## src/rtl/pc_fetch_unit.sv

```systemverilog
//------------------------------------------------------------------------------
// pc_fetch_unit
//
// Purpose:
//   Front end of the pipelined CPU. Holds the architectural fetch PC, walks
//   it forward by 4 as instruction memory accepts requests, and follows
//   branch/jump redirects. Each accepted request is remembered in a small
//   PC-tag queue, so every in-order response can be paired with the address
//   that produced it. The {pc, instruction} pairs are buffered in a response
//   FIFO and handed to the IF/ID stage through a valid/ready handshake.
//
//   Requests are credit-gated: requests in flight plus FIFO entries never
//   exceed BUF_DEPTH. A response therefore always has a free FIFO slot, and
//   the memory side never needs backpressure on responses.
//
//   A redirect throws away everything younger than the new target. Responses
//   for requests already in flight still arrive, so they are counted in
//   drop_cnt and swallowed in the FLUSH state before fetching resumes.
//
// Ports:
//   clk              system clock, rising edge
//   rst_n            synchronous active-low reset
//   redirect_valid   branch/jump taken, load redirect_pc
//   redirect_pc      redirect target
//   imem_req_valid   fetch request valid
//   imem_req_ready   instruction memory accepts the request
//   imem_addr        fetch address (always the current pc)
//   imem_resp_valid  instruction returned, in request order
//   imem_resp_data   returned instruction
//   if_valid         FIFO head valid towards IF/ID
//   if_ready         IF/ID accepts the head entry
//   if_pc            PC of the head instruction
//   if_instr         head instruction
//   misalign_err     sticky misaligned-redirect flag
//
// Build option:
//   PC_MISALIGN_CHECK_EN
//     defined   - a redirect whose target has bits [1:0] != 0 is ignored and
//                 misalign_err is set until reset.
//     undefined - the low two target bits are cleared on load and
//                 misalign_err is tied to 0.
//
// BUF_DEPTH must be a power of two and at least 2; the FIFO and tag-queue
// pointers rely on natural wrap-around.
//------------------------------------------------------------------------------
module pc_fetch_unit #(
    parameter int unsigned                  instruction_width = 32,
    parameter logic [instruction_width-1:0] RESET_PC          = 32'h0000_0000,
    parameter int unsigned                  BUF_DEPTH         = 2
) (
    input  logic                         clk,
    input  logic                         rst_n,
    input  logic                         redirect_valid,
    input  logic [instruction_width-1:0] redirect_pc,
    output logic                         imem_req_valid,
    input  logic                         imem_req_ready,
    output logic [instruction_width-1:0] imem_addr,
    input  logic                         imem_resp_valid,
    input  logic [instruction_width-1:0] imem_resp_data,
    output logic                         if_valid,
    input  logic                         if_ready,
    output logic [instruction_width-1:0] if_pc,
    output logic [instruction_width-1:0] if_instr,
    output logic                         misalign_err
);

    localparam int unsigned W     = instruction_width;
    localparam int unsigned PTR_W = (BUF_DEPTH > 1) ? $clog2(BUF_DEPTH) : 1;
    localparam int unsigned CNT_W = PTR_W + 1;

    // One bit wider than the counters, so the credit sum cannot overflow.
    localparam logic [CNT_W:0] DEPTH_LIMIT = (CNT_W + 1)'(BUF_DEPTH);

    typedef enum logic [1:0] {
        BOOT  = 2'd0,
        FETCH = 2'd1,
        FLUSH = 2'd2
    } state_t;

    state_t           state;
    logic [W-1:0]     pc;
    logic [CNT_W-1:0] outstanding;
    logic [CNT_W-1:0] drop_cnt;

    // PC-tag queue: addresses of accepted requests that still await a response.
    logic [W-1:0]     tag_mem [BUF_DEPTH];
    logic [PTR_W-1:0] tag_wr_ptr;
    logic [PTR_W-1:0] tag_rd_ptr;

    // Response FIFO towards IF/ID.
    logic [W-1:0]     fifo_pc_mem    [BUF_DEPTH];
    logic [W-1:0]     fifo_instr_mem [BUF_DEPTH];
    logic [PTR_W-1:0] fifo_wr_ptr;
    logic [PTR_W-1:0] fifo_rd_ptr;
    logic [CNT_W-1:0] fifo_count;

    logic             redirect_ok;
    logic             redirect_take;
    logic [W-1:0]     redirect_target;
    logic [CNT_W:0]   occupancy;
    logic             credit_ok;
    logic             req_fire;
    logic             resp_acc;
    logic             fifo_push;
    logic             fifo_pop;
    logic [CNT_W-1:0] inflight_next;

    //--------------------------------------------------------------------------
    // Redirect qualification. With the alignment check built in, a misaligned
    // target is refused outright and only raises the sticky error flag.
    // Without the check, the target is forced onto a word boundary.
    //--------------------------------------------------------------------------
`ifdef PC_MISALIGN_CHECK_EN
    assign redirect_ok     = (redirect_pc[1:0] == 2'b00);
    assign redirect_target = redirect_pc;

    // Sticky until reset. Misaligned targets during BOOT are ignored, like
    // every other redirect in BOOT.
    always_ff @(posedge clk) begin
        if (!rst_n) begin
            misalign_err <= 1'b0;
        end else if (redirect_valid && (state != BOOT) && !redirect_ok) begin
            misalign_err <= 1'b1;
        end
    end
`else
    assign redirect_ok     = 1'b1;
    assign redirect_target = redirect_pc & ~W'(3);
    assign misalign_err    = 1'b0;
`endif

    assign redirect_take = redirect_valid && (state != BOOT) && redirect_ok;

    //--------------------------------------------------------------------------
    // Request side. The credit sum can only stay the same or shrink while a
    // request waits: a response just moves one unit from outstanding into
    // the FIFO. A raised request therefore stays up, with a stable address,
    // until memory takes it. The only exception is a redirect, which
    // withdraws the request in its own cycle.
    //--------------------------------------------------------------------------
    assign occupancy      = {1'b0, outstanding} + {1'b0, fifo_count};
    assign credit_ok      = (occupancy < DEPTH_LIMIT);
    assign imem_req_valid = (state == FETCH) && credit_ok && !redirect_take;
    assign imem_addr      = pc;
    assign req_fire       = imem_req_valid && imem_req_ready;

    // A response with nothing outstanding is not counted, so the counters
    // can never underflow.
    assign resp_acc  = imem_resp_valid && (outstanding != '0);
    assign fifo_push = (state == FETCH) && resp_acc && !redirect_take;

    // A redirect flushes the FIFO anyway, so a same-cycle pop has no extra
    // effect on the pointers. IF/ID still treats that head as consumed.
    assign fifo_pop  = if_valid && if_ready && !redirect_take;

    // Requests still in flight after this edge. In a redirect cycle this is
    // also the number of stale responses that must be dropped.
    assign inflight_next = outstanding + CNT_W'(req_fire) - CNT_W'(resp_acc);

    assign if_valid = (fifo_count != '0);
    assign if_pc    = fifo_pc_mem[fifo_rd_ptr];
    assign if_instr = fifo_instr_mem[fifo_rd_ptr];

    //--------------------------------------------------------------------------
    // Control FSM. BOOT waits for one idle cycle after reset. FETCH walks the
    // pc forward on every accepted request. FLUSH swallows responses that
    // belong to requests issued before a redirect. In FLUSH, drop_cnt and
    // outstanding always hold the same value, because the redirect also
    // emptied the tag queue.
    //--------------------------------------------------------------------------
    always_ff @(posedge clk) begin
        if (!rst_n) begin
            state       <= BOOT;
            pc          <= RESET_PC;
            outstanding <= '0;
            drop_cnt    <= '0;
        end else begin
            outstanding <= inflight_next;
            case (state)
                BOOT: begin
                    state <= FETCH;
                end
                FETCH, FLUSH: begin
                    if (redirect_take) begin
                        pc       <= redirect_target;
                        drop_cnt <= inflight_next;
                        state    <= (inflight_next != '0) ? FLUSH : FETCH;
                    end else if (state == FETCH) begin
                        if (req_fire) begin
                            pc <= pc + W'(4);
                        end
                    end else if (resp_acc) begin
                        drop_cnt <= drop_cnt - CNT_W'(1);
                        if (drop_cnt == CNT_W'(1)) begin
                            state <= FETCH;
                        end
                    end
                end
                default: begin
                    state <= BOOT;
                end
            endcase
        end
    end

    //--------------------------------------------------------------------------
    // PC-tag queue. It is written with the pc of every accepted request and
    // read on every response that lands in the FIFO. It never holds more
    // than BUF_DEPTH entries, because the credit check limits outstanding
    // requests. A redirect drops all of its entries.
    //--------------------------------------------------------------------------
    always_ff @(posedge clk) begin
        if (!rst_n) begin
            tag_wr_ptr <= '0;
            tag_rd_ptr <= '0;
            for (int i = 0; i < BUF_DEPTH; i++) begin
                tag_mem[i] <= '0;
            end
        end else if (redirect_take) begin
            tag_wr_ptr <= '0;
            tag_rd_ptr <= '0;
        end else begin
            if (req_fire) begin
                tag_mem[tag_wr_ptr] <= pc;
                tag_wr_ptr          <= tag_wr_ptr + PTR_W'(1);
            end
            if (fifo_push) begin
                tag_rd_ptr <= tag_rd_ptr + PTR_W'(1);
            end
        end
    end

    //--------------------------------------------------------------------------
    // Response FIFO. The head entry is read straight from registers, so a
    // response becomes visible on if_pc/if_instr one cycle after it arrives.
    // The storage is cleared on reset so that if_pc and if_instr read 0 out
    // of reset. Push and pop in the same cycle are allowed at any fill
    // level, including full.
    //--------------------------------------------------------------------------
    always_ff @(posedge clk) begin
        if (!rst_n) begin
            fifo_wr_ptr <= '0;
            fifo_rd_ptr <= '0;
            fifo_count  <= '0;
            for (int i = 0; i < BUF_DEPTH; i++) begin
                fifo_pc_mem[i]    <= '0;
                fifo_instr_mem[i] <= '0;
            end
        end else if (redirect_take) begin
            fifo_wr_ptr <= '0;
            fifo_rd_ptr <= '0;
            fifo_count  <= '0;
        end else begin
            if (fifo_push) begin
                fifo_pc_mem[fifo_wr_ptr]    <= tag_mem[tag_rd_ptr];
                fifo_instr_mem[fifo_wr_ptr] <= imem_resp_data;
                fifo_wr_ptr                 <= fifo_wr_ptr + PTR_W'(1);
            end
            if (fifo_pop) begin
                fifo_rd_ptr <= fifo_rd_ptr + PTR_W'(1);
            end
            fifo_count <= fifo_count + CNT_W'(fifo_push) - CNT_W'(fifo_pop);
        end
    end

endmodule

```

## config.mk

```make
export PLATFORM = sky130hd
export DESIGN_NAME = pc_fetch_unit
export DESIGN_NICKNAME = d
export VERILOG_FILES = /design/src/rtl/pc_fetch_unit.sv
export SDC_FILE = /design/constraint.sdc
export NUM_CORES = 1
export LEC_CHECK = 0
export BUFFER_PORTS_ARGS = -buffer_cell sky130_fd_sc_hd__buf_2
export CAP_MARGIN = 20
export CORE_UTILIZATION = 50
export DETAILED_ROUTE_END_ITERATION = 6
export HOLD_SLACK_MARGIN = 0.06
export PLACE_DENSITY = 0.77
export SLEW_MARGIN = 40
export SYNTH_ARGS = -nofsm -noshare
export SYNTH_HDL_FRONTEND = slang
export SYNTH_SLANG_ARGS = --single-unit
```

## constraint.sdc

```tcl
create_clock -name clk -period 6.4 [get_ports clk]
set_clock_uncertainty 0.2 [all_clocks]
set_input_delay 0.64 -clock clk [delete_from_list [all_inputs] [get_ports clk]]
set_output_delay 0.64 -clock clk [all_outputs]
set_load 0.02 [all_outputs]
```

==> run_results.csv <==
group,metric,value,unit
run,maxCapViolCount,0,
grt,grt_max_degree,63,
sta,finalSetupViolCount,0,
yosys,syn-cell-area,10650,um^2
run_status,outcome,"completed",
cts,root_buffer,"clkbuf_16",
routing,drc,0,
setup_path,cp_max_fo,19,
placed_design,dp_hpwl,15340,um
yosys,synth_seq_cells,228,
hold_path,hold_path_class,"primary input to flip-flop",
yosys,seq_area_frac_synth,60.15,%
power_and_ir_drop,p_comb_share,20.6,%
finish,n_fill_cell,1712,
yosys,synth_ff_type,"edfxtp_1",
finish,antenna_cells,0,
floorplan,fp.coreArea,20960,um^2
routing,vias,7318,
yosys,async_flop_share,0,%
floorplan,rows,53,
yosys,synth-edff-count,184,
sta,whs,183.2,ps
routing,antenna_left,0,
setup_path,r2r-start,"outstanding[0]",
hold_path,hp-start,"redirect_pc[2]",
grt,grt_pass1_wl,36990,um
sta,period_minus_slack,3284,ps
routing,drt_first_pass_iters,6,
setup_path,worstPathRequired,6630,ps
sta,slew-limit-headroom,46.45,%
routing,avgViaCountPerCell,5.603,
power_and_ir_drop,share_seq_of_total_power,45.1,%
sta,slew_violations,0,
cts,numClockSinks,228,
cts,clk_pin_slew,60,ps
floorplan,die_height,147.9,um
yosys,syn_inst,868,
floorplan,die-area,21890,um^2
finish,finalNetCount,1092,
yosys,ys_warn_count,0,
floorplan,die_width,147.9,um
sta,rsz0062_at_grt,"no",
finish,area_growth,16.82,%
finish,multiInputGateArea,3931,um^2
grt,grt_pass1_vias,7021,
placed_design,io_buffer_count,161,
setup_path,cp-start-kind,"flip-flop",
routing,wire_per_inst,18.16,um
cts,ctsResizeCount,0,
sta,fmax,0.3045,GHz
cts,cts_setup_buffers,0,
sta,tightestPinTransition,800.6,ps
placed_design,gp_congestion,0.8623,
power_and_ir_drop,p_int,2.883,mW
finish,drive_gt1_share,29.29,%
finish,seqCellArea,6407,um^2
setup_path,crit_arrival,3520,ps
setup_path,crit_path_end_kind,"flip-flop",
grt,grtUsageTotal,21.59,%
grt,antenna_found_initial,0,
cts,cts_buffers,25,
cts,htree_levels,1,
grt,gr-total-overflow,0,
finish,mostFrequentLayoutCells,"edfxtp_1, buf_2, and2_1",
routing,drt-total-wl,23710,um
floorplan,pin_count,169,
sta,hold_violations,0,
sta,tns,0,ps
yosys,synth_cell_type_count,82,
setup_path,path_class,"flip-flop to flip-flop",
power_and_ir_drop,p_leak,4.806,nW
sta,fin_crit_sh,51.31,%
cts,cts_hold_buffers,0,
power_and_ir_drop,p_switching,1.191,mW
cts,tritoncts,"done",
cts,clk_latency,520,ps
power_and_ir_drop,ir_drop,294.0,uV
power_and_ir_drop,power_density,327.5,nW/um^2
power_and_ir_drop,p_clk_share,34.4,%
cts,clockBufferDepth,3,
finish,final_common_cell,"edfxtp_1",
yosys,avgSynthCellArea,12.27,um^2
power_and_ir_drop,p_sw_share,29.24,%
setup_path,crit_start,"outstanding[0]",
routing,initialDrtViolationCount,609,
floorplan,initial_utilization,50.82,%
## critical path: stages (launching register included)
cell,delay (ps)
dfxtp_1,320
and2_1,170
fa_1,460
nand4bb_1,520
a211oi_4,870
nand2_1,390
o22ai_1,270
## kinds of logic after synthesis
kind of cell | count (synthesis) | synth area share, %
DFF | 228 | 60.15
AOI/OAI and AO/OA | 95 | 6.133
xor gates and xnor gates | 8 | 0.6578
buffers and inverters | 73 | 3.454
and+or+nand+nor | 357 | 18.54
adders and majority gates | 10 | 1.245
muxes | 96 | 9.786
other | 1 | 0.03521
## path summary, 6_finish.rpt
| kind | end | slack [ps] | cells after the start |
|---|---|---|---|
| min | imem_addr[2] | 180 | 3 |
| max | imem_addr[10] | 3120 | 6 |
| min reg2reg | drop_cnt[1] | 270 | 2 |
| max reg2reg | imem_addr[10] | 3120 | 6 |
## metrics by stage
stage               std cells  power [mW]  utilization, %  instance area, um^2  worst slack [ps]
detailed placement       1260       2.700           55.54                11640              2944
CTS                      1306       4.097           59.37                12440              3135
floorplan                 872       2.452               -                10670             145.6
global placement         1259       2.681           55.43                11610              2681
global route             1306       4.235           59.37                12440              2973
finish                   1306       4.075           59.37                12440              3116
## cell type report
cell class | instances | share of cell area [%]
clock buffer | 34 | 5.541
timing repair buffer | 174 | 7.321
sequential | 228 | 51.50
multi-input combinational | 571 | 31.60
clock inverter | 12 | 0.9151
tap | 275 | 2.765
inverter | 12 | 0.3620
## power by group through the flow
stage / clock [mW] / sequential (mW) / combinational, mW
after floorplan: 0 / 1.86 / 0.591
after detailed placement: 0 / 1.87 / 0.832
final: 1.40 / 1.84 / 0.838
after global placement: 0 / 1.86 / 0.820
after global routing: 1.48 / 1.85 / 0.905
after CTS: 1.42 / 1.84 / 0.838
## sequential cells by signal, indices dropped and copies added, names as in the netlist, named ones only
register and count:
fifo_instr_mem 64, fifo_pc_mem 60, tag_wr_ptr 1, outstanding 2, drop_cnt 2, fifo_rd_ptr 1
fifo_wr_ptr 1, fifo_count 2, tag_rd_ptr 1, state 2, tag_mem 60, imem_addr 30
## cells in the mapped netlist (9+ instances only)
master | number | area [um^2]
inv_1 | 9 | 33.78
mux2_2 | 62 | 698.2
a21oi_1 | 24 | 120.1
nor2_1 | 91 | 341.6
nor4_1 | 9 | 56.30
nand3_1 | 25 | 125.1
mux2i_1 | 33 | 330.3
nor3_1 | 17 | 85.08
o21ai_1 | 9 | 45.04
nand2_1 | 46 | 172.7
clkbuf_1 | 39 | 146.4
dfxtp_1 | 44 | 880.8
edfxtp_1 | 184 | 5525
ha_1 | 9 | 112.6
and2_1 | 122 | 763.2
## routing by layer
metal  global-route usage (%)  routed length (um)  vias to the layer above
met5                        0                   0                        -
met4                    8.711                 877                        0
met3                    4.105                1899                       52
met2                    36.13               11350                      324
met1                    27.63                9586                     3511
li1                         -                   -                     3431
(Power assumes the default switching activity.)
